[config.mk]
export PLATFORM = sky130hd
export DESIGN_NAME = eth_rx_stream_arbiter
export DESIGN_NICKNAME = d
export VERILOG_FILES = /design/src/rtl/eth_rx_stream_arbiter.sv
export SDC_FILE = /design/constraint.sdc
export NUM_CORES = 1
export LEC_CHECK = 0
export ABC_AREA = 1
export BUFFER_PORTS_ARGS = -buffer_cell sky130_fd_sc_hd__buf_2
export CAP_MARGIN = 0
export CORE_MARGIN = 8
export CORE_UTILIZATION = 54
export DETAILED_ROUTE_END_ITERATION = 12
export PLACE_DENSITY = 0.91
export SYNTH_ARGS = -nofsm -noshare
export SYNTH_HDL_FRONTEND = slang
export SYNTH_SLANG_ARGS = --single-unit
[constraint.sdc]
create_clock -name clk_i -period 2.4 [get_ports clk_i]
set_input_delay 0.48 -clock clk_i [delete_from_list [all_inputs] [get_ports clk_i]]
set_output_delay 0.48 -clock clk_i [all_outputs]
set_load 0.02 [all_outputs]
[src/rtl/eth_rx_stream_arbiter.sv]
`default_nettype none
// ============================================================================
// Module   : eth_rx_stream_arbiter
// Brief    : Packet-granular two-input round-robin AXI-Stream arbiter feeding
//            a single packet filter. Holds the grant for a whole packet,
//            truncates over-long packets (forced tlast) and drains the rest.
//            Exports grant state and per-source packet/truncation counters.
// Revision : 1.0 - initial release
// ============================================================================
module eth_rx_stream_arbiter #(
    parameter int STREAM_DATA_WIDTH = 32,
    parameter int MAX_BEATS         = 400,
    parameter int CNT_WIDTH         = 16
) (
    input  logic                           clk_i,
    input  logic                           s_rst_n_i,

    input  logic [STREAM_DATA_WIDTH-1:0]   s0_axis_tdata_i,
    input  logic [STREAM_DATA_WIDTH/8-1:0] s0_axis_tkeep_i,
    input  logic                           s0_axis_tvalid_i,
    input  logic                           s0_axis_tlast_i,
    output logic                           s0_axis_tready_o,

    input  logic [STREAM_DATA_WIDTH-1:0]   s1_axis_tdata_i,
    input  logic [STREAM_DATA_WIDTH/8-1:0] s1_axis_tkeep_i,
    input  logic                           s1_axis_tvalid_i,
    input  logic                           s1_axis_tlast_i,
    output logic                           s1_axis_tready_o,

    output logic [STREAM_DATA_WIDTH-1:0]   m_axis_tdata_o,
    output logic [STREAM_DATA_WIDTH/8-1:0] m_axis_tkeep_o,
    output logic                           m_axis_tvalid_o,
    output logic                           m_axis_tlast_o,
    input  logic                           m_axis_tready_i,

    output logic [1:0]                     grant_o,
    output logic                           busy_o,
    output logic [CNT_WIDTH-1:0]           pkt_cnt0_o,
    output logic [CNT_WIDTH-1:0]           pkt_cnt1_o,
    output logic [CNT_WIDTH-1:0]           trunc_cnt_o
);

    localparam int                   c_keep_w    = STREAM_DATA_WIDTH / 8;
    // Beat counter is 16 bits wide: MAX_BEATS is bounded to 65535.
    localparam logic [15:0]          c_last_beat = 16'(MAX_BEATS - 1);
    localparam logic [15:0]          c_beat_one  = 16'd1;
    localparam logic [CNT_WIDTH-1:0] c_cnt_one   = CNT_WIDTH'(1);

    typedef enum logic [1:0] {
        ST_IDLE  = 2'd0,
        ST_BUSY  = 2'd1,
        ST_DRAIN = 2'd2
    } state_t;

    state_t                  r_state;
    logic                    r_sel;
    logic                    r_last_sel;
    logic [15:0]             r_beat_cnt;
    logic [CNT_WIDTH-1:0]    r_pkt_cnt0;
    logic [CNT_WIDTH-1:0]    r_pkt_cnt1;
    logic [CNT_WIDTH-1:0]    r_trunc_cnt;

    logic [STREAM_DATA_WIDTH-1:0] w_src_data;
    logic [c_keep_w-1:0]          w_src_keep;
    logic                         w_src_valid;
    logic                         w_src_last;
    logic                         w_in_busy;
    logic                         w_in_drain;
    logic                         w_sel_ready;
    logic                         w_accept;
    logic                         w_at_limit;
    logic                         w_any_req;
    logic                         w_pick;

    // Select the currently granted source (data path is a pure mux, no register)
    always_comb begin
        w_src_data  = s0_axis_tdata_i;
        w_src_keep  = s0_axis_tkeep_i;
        w_src_valid = s0_axis_tvalid_i;
        w_src_last  = s0_axis_tlast_i;
        if (r_sel) begin
            w_src_data  = s1_axis_tdata_i;
            w_src_keep  = s1_axis_tkeep_i;
            w_src_valid = s1_axis_tvalid_i;
            w_src_last  = s1_axis_tlast_i;
        end
    end

    assign w_in_busy  = (r_state == ST_BUSY);
    assign w_in_drain = (r_state == ST_DRAIN);

    // In DRAIN the granted source is always accepted so its tail is discarded.
    assign w_sel_ready = w_in_drain | (w_in_busy & m_axis_tready_i);
    assign w_accept    = w_in_busy & w_src_valid & m_axis_tready_i;
    assign w_at_limit  = (r_beat_cnt == c_last_beat);

    // Lone requester wins outright; a tie goes to the source not served last.
    assign w_any_req = s0_axis_tvalid_i | s1_axis_tvalid_i;
    assign w_pick    = (s0_axis_tvalid_i & s1_axis_tvalid_i) ? ~r_last_sel : s1_axis_tvalid_i;

    assign s0_axis_tready_o = w_sel_ready & ~r_sel;
    assign s1_axis_tready_o = w_sel_ready &  r_sel;

    assign m_axis_tdata_o  = w_in_busy ? w_src_data : '0;
    assign m_axis_tkeep_o  = w_in_busy ? w_src_keep : '0;
    assign m_axis_tvalid_o = w_in_busy & w_src_valid;
    // tlast is forced on the final permitted beat of an over-long packet.
    assign m_axis_tlast_o  = w_in_busy & w_src_valid & (w_src_last | w_at_limit);

    assign grant_o     = (r_state == ST_IDLE) ? 2'b00 : (r_sel ? 2'b10 : 2'b01);
    assign busy_o      = (r_state != ST_IDLE);
    assign pkt_cnt0_o  = r_pkt_cnt0;
    assign pkt_cnt1_o  = r_pkt_cnt1;
    assign trunc_cnt_o = r_trunc_cnt;

    // Arbitration state machine with beat counting and status counters
    always_ff @(posedge clk_i) begin
        if (!s_rst_n_i) begin
            r_state     <= ST_IDLE;
            r_sel       <= 1'b0;
            r_last_sel  <= 1'b1;
            r_beat_cnt  <= '0;
            r_pkt_cnt0  <= '0;
            r_pkt_cnt1  <= '0;
            r_trunc_cnt <= '0;
        end else begin
            case (r_state)
                ST_IDLE: begin
                    if (w_any_req) begin
                        r_sel      <= w_pick;
                        r_last_sel <= w_pick;
                        r_beat_cnt <= '0;
                        r_state    <= ST_BUSY;
                    end
                end
                ST_BUSY: begin
                    if (w_accept) begin
                        r_beat_cnt <= r_beat_cnt + c_beat_one;
                        if (w_src_last || w_at_limit) begin
                            if (r_sel) begin
                                r_pkt_cnt1 <= r_pkt_cnt1 + c_cnt_one;
                            end else begin
                                r_pkt_cnt0 <= r_pkt_cnt0 + c_cnt_one;
                            end
                        end
                        if (w_src_last) begin
                            r_state <= ST_IDLE;
                        end else if (w_at_limit) begin
                            r_trunc_cnt <= r_trunc_cnt + c_cnt_one;
                            r_state     <= ST_DRAIN;
                        end
                    end
                end
                ST_DRAIN: begin
                    if (w_src_valid && w_src_last) begin
                        r_state <= ST_IDLE;
                    end
                end
                default: begin
                    r_state <= ST_IDLE;
                end
            endcase
        end
    end

endmodule
`default_nettype wire

---- After elaboration in Yosys (flattened, before gate mapping) ----
Index checks and enable logic that the tools add are counted.
Widths: inputs -> output; s select.
cells by class
  add/subtract/negate cells ............... 4
  equal/unequal tests ..................... 7
  muxes and demuxes ....................... 18
  bitwise operators ....................... 13
  reductions and logical operators ........ 11
operators by type and width
  operator               number
  $add 16x1->16 const B  4
  $mux 32                2
  $mux 16                2
  $pmux 16 s2            1
  $eq 16x9->1 const B    1
  $reduce_and 4->1       4
  $mux 2                 7
  $mux 4                 2
  $and 1x1->1            7
  $pmux 2 s3             1
  $ne 2x1->1 const B     2
  $reduce_bool 2->1      2
  $mux 1                 3
  $ne 3x2->1 const B     1
  $not 1->1              3
  $or 1x1->1             3
  $reduce_and 3->1       1
  $eq 2x1->1 const B     1
  $eq 2x2->1 const B     1
  $logic_not 2->1        1
  $ne 2x2->1 const B     1
  $reduce_and 2->1       1
  $logic_and 1x1->1      1
  $logic_or 1x1->1       1
word-level totals
  register bits ........................... 68
  input bits .............................. 79
  output and inout bits ................... 91

---- Depth between registers and ports, before layout ----
Gate-level depths: netlist (run 1).
  depth in word-level cells ............... 5
  gate-level depth with buffers ........... 11
  mapped depth without buffers ............ 10

---- Least setup slack after synthesis (run 1) ----
Ideal clock, no wire load.
  kind .................................... input -> output
  from .................................... in s0_axis_tvalid_i
  to ...................................... out m_axis_tlast_o
  data arrival time ....................... 1.541 ns
  required time ........................... 1.920 ns
  slack ................................... 0.379 ns
  cell stages on the path ................. 5
  path buffers ............................ 0
  cells stage by stage .................... inv_1 > nand2_1 > nand2_1 > nor2_1 > a21boi_0
between the ends
  cells in the longest elaborated chain, start to end .. 3
RTL lines
  element                    RTL line  text
  start: declaration         20        input logic s0_axis_tvalid_i,
  $mux 1                     81        if (r_sel) begin
  $and 1x1->1                -
  named net m_axis_tvalid_o  32        output logic m_axis_tvalid_o,
  $and 1x1->1                108       assign m_axis_tlast_o = w_in_busy & w_src_valid & (w_src_last | w_at_limit);
  end: declaration           33        output logic m_axis_tlast_o,
The timed path passes the listed nets, and every way through them passes these cells.

---- Worst setup path after layout (run 1) ----
  from .................................... reg r_state[1]
  to ...................................... out m_axis_tkeep_o[3]
between the ends
  cells in the longest elaborated chain, start to end .. 2
RTL lines
  element                   RTL line  text
  start: declaration        55        state_t r_state;
  start signal: assignment  119       r_state <= ST_IDLE;
  start signal: assignment  133       r_state <= ST_BUSY;
  start signal: assignment  147       r_state <= ST_IDLE;
  $eq 2x1->1                89        assign w_in_busy = (r_state == ST_BUSY);
  $mux 4                    105       assign m_axis_tkeep_o = w_in_busy ? w_src_keep : '0;
  end: declaration          31        output logic [STREAM_DATA_WIDTH/8-1:0] m_axis_tkeep_o,
No other way between the ends.

==> results of run 1 <==
[cell type report]
| cell class | instances | area (um2) |
|---|---|---|
| multi-input combinational | 605 | 2740 |
| fill | 756 | 2520 |
| sequential | 68 | 1360 |
| timing repair buffer | 180 | 941 |
| inverter | 90 | 338 |
| tap | 105 | 131 |
| clock buffer | 9 | 124 |
| clock inverter | 7 | 97.6 |
| antenna | 4 | 10.0 |
[power breakdown]
part	total (uW)	internal (uW)	switching, uW
Combinational	504	166	338
Sequential	1150	1140	11.4
Clock	1070	590	485
[how the worst min path moves through the flow]
stage | start | end | slack, ps | cells after the start
final | s1_axis_tvalid_i | r_sel | 460 | 3
after global routing | s1_axis_tvalid_i | r_sel | 500 | 3
after CTS | s1_axis_tvalid_i | r_sel | 450 | 3
after detailed placement | r_last_sel | r_last_sel | 460 | 2
after global placement | r_last_sel | r_last_sel | 460 | 2
after floorplan | r_last_sel | r_last_sel | 430 | 2
[critical path: cells and delay by family (launching register included)]
family	cells	cell delay, ps
buffers and inverters	3	670
DFF	1	350
AOI/OAI and AO/OA	1	250
and+or+nand+nor	1	200
[state kept, by name, indices dropped and copies added (netlist names)]
name and count:
r_sel 1, r_last_sel 1, r_state 2, pkt_cnt1_o 16
pkt_cnt0_o 16, r_beat_cnt 16, trunc_cnt_o 16
[layer usage]
metal  track usage (%)  wire length (um)  vias to the layer above
li1                  -                 -                     2868
met1              27.4              5870                     2438
met2              41.5              7040                      205
met3              5.12              1240                       20
met4              10.4               314                        0
met5                 0                 0                        -
[stage by stage]
step                worst slack (ps)  power (uW)  std cells  hold slack, ps
CTS                             98.7        2740       1064             452
global placement                 498        1670       1048             455
finish                          96.9        2730       1068             464
global route                    6.96        2830       1068             501
detailed placement               442        1670       1048             465
floorplan                        379        1500        799             429
[logic make-up after synthesis]
family	synth area share, %
simple gates	46.7
buf+inv	11.2
compound gates	9.78
flops	29.6
xor+xnor	1.71
fa+ha+maj	1.09
[synthesized netlist by cell type]
library cell    n  area [um2]
clkbuf_1       12        45.0
o211ai_1        1        7.51
o21ai_2         1        8.76
xor2_1          5        43.8
nor3_2          1        10.0
buf_1           8        30.0
nor2_2          4        25.0
xnor2_1         4        35.0
nand3b_1        3        22.5
nand4_1        42         263
buf_4           9        67.6
and3_1          1        6.26
o21ai_1         1        5.00
a21oi_1        68         340
nand3_4         1        17.5
nor3_1          6        30.0
ha_1            4        50.1
nand2_2         1        6.26
nor2_1        122         458
nor3b_1         1        7.51
a21boi_0        1        7.51
o21ai_0        15        75.1
nand2_1       257         965
nor2_4          1        11.3
inv_1          89         334
a31oi_1         1        6.26
buf_2           7        35.0
nand3_1        63         315
nand4_2         1        12.5
inv_2           1        3.75
dfxtp_1        68        1360
[what timing repair did]
item                                    in CTS  in global routing
resized for setup                            0                  1
endpoints found under the hold margin        0                  0
endpoints found under the setup margin       0                  1
==> results.tsv, run 1 <==
stage	metric	value	unit
worst_setup_path	crit_path_start_kind	register	
status	status	finished clean	
flow_run	maxCapViolCount	0	
worst_setup_path	cp-endpoint	m_axis_tkeep_o[3]	
worst_setup_path	r2r_cells	9	
worst_setup_path	max_stage_delay	350	ps
yosys	synthCells	799	
yosys	synthesis.nets	882	
power	cellLeakagePower	0.00274	uW
yosys	netlist_area	4610	um2
layout	area_delta_synth_final	24.6	%
worst_setup_path	crit_required	1920	ps
timing	finalMaxSlewViolations	0	
yosys	ys_warn_count	0	
timing	skew	12.5	ps
timing	worst_pin_slew	675	ps
timing	setup_tns	0	ps
timing	finalSetupViolations	0	
cts	clock_latency	360	ps
global_route	grt_pass1_wl	23000	um
routing	drt_iter0_markers	354	
worst_setup_path	ff2ff_setup_slack	460	ps
timing	min_period	2300	ps
power	ir_drop	0.000352	V
worst_setup_path	cp_max_fo	36	
layout	layout_commonest_cell	nand2_1	
routing	routed-via-count	5531	
worst_setup_path	critPathCaptureType	primary output	
timing	fin_crit_sh	96.0	%
place	hpwlAfterDp	10900	um
yosys	ys_seq_elements	68	
die	core.rowCount	33	
timing	max_slew_margin	54.8	%
worst_setup_path	critPathArrivalTime	1820	ps
routing	antenna_left	0	
cts	htree_levels	3	
die	num_io_pins	170	
die	die_width	108	um
cts	ctsHoldBuffers	0	
cts	cts_setup_buffers	0	
worst_setup_path	slowest_stage	dfxtp_1	
worst_setup_path	rr_startpoint	r_sel	
power	power_density	475	nW/um2
place	place_area	5510	um2
worst_setup_path	crit_path_cell_trace	inv_1 -> nand2_1 -> buf_4 -> a21oi_1 -> buf_2	
die	die_y	108	um
global_route	grt_max_degree	60	
routing	via_per_inst	5.18	
worst_hold_path	hp-class	input pin to register	
global_route	track_usage	23.8	%
routing	drtPass1Iterations	5	
layout	fin_area	5740	um2
cts	path_clk_slew	80	ps
die	die_area	11700	um2
timing	rsz0062_at_grt	no	
timing	max_freq	0.434	GHz
routing	drc	0	
die	start_util	55.8	%
place	gp_congestion	0.867	
yosys	seq_area_frac_synth	29.6	%
cts	cts_sinks	68	
yosys	syn_avg_cell_area	5.76	um2
global_route	grt_pass1_vias	4938	
cts	cts_tree	built	
worst_setup_path	r2r_end	pkt_cnt1_o[12]	
layout	drive_gt1_share	21.8	%
cts	clock_path_buffers	2	
timing	hold_viol	0	
place	io_buffers	169	
cts	root_buffer	clkbuf_8	
layout	final_cell_mix	257 x nand2_1, 169 x buf_2, 121 x nor2_1, 89 x inv_1, 68 x a21oi_1	
die	core_area	8260	um2
global_route	grt_overflow	0	
layout	layout.nets	1037	
yosys	ys_types	31	
global_route	grt_antenna_before_repair	4	
routing	wl_per_cell	13.5	um
cts	cts_buffers	9	
layout	final_core_utilization	69.5	%
worst_setup_path	critPathLaunch	r_state[1]	
worst_setup_path	path_class	register to primary output	
routing	routed_wl	14500	um
No activity file was read; power rests on OpenSTA's default activity.
==> inputs of run 2 (changes only) <==
--- a/config.mk
+++ b/config.mk
@@ -5,13 +5,12 @@
 export SDC_FILE = /design/constraint.sdc
 export NUM_CORES = 1
 export LEC_CHECK = 0
-export ABC_AREA = 1
 export BUFFER_PORTS_ARGS = -buffer_cell sky130_fd_sc_hd__buf_2
 export CAP_MARGIN = 0
 export CORE_MARGIN = 8
-export CORE_UTILIZATION = 54
+export CORE_UTILIZATION = 30
 export DETAILED_ROUTE_END_ITERATION = 12
-export PLACE_DENSITY = 0.91
+export PLACE_DENSITY = 0.58
 export SYNTH_ARGS = -nofsm -noshare
 export SYNTH_HDL_FRONTEND = slang
 export SYNTH_SLANG_ARGS = --single-unit
==> results.tsv, run 2 <==
stage	metric	value	unit
routing	routed-via-count	4532	
worst_setup_path	critPathLaunch	r_beat_cnt[0]	
global_route	grt_pass1_wl	23200	um
yosys	synthTopCellsByCount	80 x mux2i_1, 74 x nand2_1, 68 x dfxtp_1, 47 x nand2b_1, 46 x nor2_1	
place	place_inst	908	
yosys	yosysTopAreaCell	dfxtp_1	
place	gp_congestion	0.772	
yosys	synth-simple-area-share	29.8	%
cts	clock_latency	340	ps
timing	max_slew_margin	66.8	%
global_route	busiest_layer	met2	
routing	via_per_inst	4.90	
layout	diodes	0	
die	die_width	142	um
status	status	finished clean	
die	core_area	15800	um2
power	power_density	473	nW/um2
worst_setup_path	path_class	register to primary output	
die	start_util	30.4	%
yosys	synthesis.nets	634	
cts	cts_tree	built	
timing	hold_viol	0	
yosys	ys_seq_elements	68	
yosys	synthMuxAreaShare	17.5	%
yosys	async_flop_share	0	%
layout	final_cell_mix	168 x buf_2, 80 x mux2i_1, 74 x nand2_1, 67 x dfxtp_1, 47 x nand2b_1	
place	io_buffers	169	
timing	fin_crit_sh	93.9	%
yosys	netlist_area	4800	um2
routing	antenna_left	0	
die	die_y	142	um
layout	final_core_utilization	39.1	%
cts	path_clk_slew	60	ps
layout	area_delta_synth_final	28.3	%
timing	setup_tns	0	ps
cts	root_buffer	clkbuf_16	
global_route	grt_overflow	0	
layout	layout.nets	786	
cts	htree_levels	3	
global_route	grt_util_met2	23.1	%
global_route	grt_util_met1	17.6	%
global_route	track_usage	14.1	%
worst_setup_path	critPathCaptureType	primary output	
die	die_area	20300	um2
yosys	synth_compound_area_share	17.1	%
layout	fin_cells	924	
worst_setup_path	cp_max_fo	5	
cts	ctsHoldBuffers	0	
yosys	synth_top_family_by_area	simple AND/OR/NAND/NOR gates	
routing	wl_per_cell	15.6	um
timing	finalSetupViolations	0	
global_route	use_met3	3.19	%
worst_setup_path	crit_path_start_kind	register	
place	hpwlAfterDp	10900	um
cts	cts_sinks	68	
routing	drc	0	
yosys	synth_most_common_cell	mux2i_1	
routing	drt_iter0_markers	286	
yosys	syn_avg_cell_area	8.71	um2
layout	layout_commonest_cell	buf_2	
die	num_io_pins	170	
worst_setup_path	crit_required	1920	ps
yosys	synth-main-ff-cell	dfxtp_1	
yosys	synth_edf_count	0	
timing	rsz0062_at_grt	no	
flow_run	maxCapViolCount	0	
power	cellLeakagePower	0.00237	uW
yosys	seq_area_frac_synth	28.4	%
routing	routed_wl	14400	um
timing	finalMaxSlewViolations	0	
global_route	grt_max_degree	92	
yosys	ys_types	51	
worst_hold_path	hp-class	register to register	
yosys	synth_xor_xnor_area_share	0	%
yosys	yosys-top-cells-area	dfxtp_1 28%, mux2i_1 17%, a2111oi_2 6.3%, nand2b_1 6.1%, nand2_1 5.8%	
timing	worst_pin_slew	496	ps
timing	max_freq	0.444	GHz
die	core.rowCount	46	
worst_hold_path	worstHoldStart	trunc_cnt_o[15]	
worst_setup_path	critPathArrivalTime	1770	ps
cts	clock_path_buffers	2	
global_route	grt_pass1_vias	4427	
power	ir_drop	0.000360	V
yosys	synthCells	551	
power	power.total	2910	uW
yosys	synthAdderAreaFrac	1.04	%
global_route	grt_antenna_before_repair	0	
cts	cts_buffers	9	
yosys	ys_warn_count	0	
layout	drive_gt1_share	35.2	%
timing	hold_slack	465	ps
routing	drtPass1Iterations	5	
timing	skew	6.79	ps
cts	cts_setup_buffers	0	
yosys	synth_top_area_share	28.4	%
worst_setup_path	rr_startpoint	r_beat_cnt[0]	
timing	min_period	2250	ps
run 2: cell count changes in the layout (fill, tap and decap cells not counted), moves of 11 or more:
cell and change:
o311ai_0 +11, mux2i_1 +80, nand4_1 -26, nand3_1 -44
nor2_1 -75, nand2b_1 +47, nand2_1 -183, a21oi_1 -57
inv_1 -77, a2111oi_2 +20
run 2: path summary, 6_finish.rpt:
path	to	slack, ps	cells past startpoint
hold / removal	trunc_cnt_o[15]	460	2
setup reg to reg	pkt_cnt0_o[15]	400	6
hold reg to reg	trunc_cnt_o[15]	460	2
setup / recovery	m_axis_tlast_o	150	5
run 2: critical path, stage by stage, from the launching register on:
cell and delay, ps:
dfxtp_1 370, ha_1 220, and3_1 230, nand4_4 160, a211oi_2 260, buf_4 190
run 2: layout make-up:
type | instances | area [um2]
Timing Repair Buffer | 187 | 1050
Clock buffer | 12 | 267
Clock inverter | 4 | 22.5
Inverter | 13 | 48.8
Fill cell | 1637 | 9610
Multi-Input combinational cell | 424 | 3140
Tap cell | 216 | 270
Sequential cell | 68 | 1360
run 2: logic make-up (layout without fill, tap and decap cells):
family | after synthesis | count (layout)
multiplexers | 82 | 82
buffers and inverters | 59 | 216
AND/OR/NAND/NOR | 256 | 256
AO/OA/AOI/OAI | 82 | 82
adder cells (fa/ha/maj) | 4 | 4
flip-flops | 68 | 68
run 2: through the flow:
step	instance area [um2]	setup slack [ps]
floorplan	4800	30.7
global placement	5860	442
detailed placement	5860	380
CTS	6150	107
global route	6160	18.1
finish	6160	147
run 2: power by group:
part / switching (uW) / leakage [uW] / total (uW) / internal (uW)
clock network: 498 / 0.000144 / 1280 / 778
logic: 297 / 0.00168 / 487 / 190
registers: 12.0 / 0.000549 / 1150 / 1140
run 2: what timing repair did:
item / 4_1_cts / 5_1_grt
resized for setup: 0 / 2
endpoints found under the hold margin: 0 / 0
endpoints found under the setup margin: 0 / 1
run 2: layer usage:
layer / wire, um / up-vias
li1: - / 2323
met1: 6460 / 2119
met3: 402 / 19
met5: 0 / -
met2: 7320 / 71
met4: 248 / 0
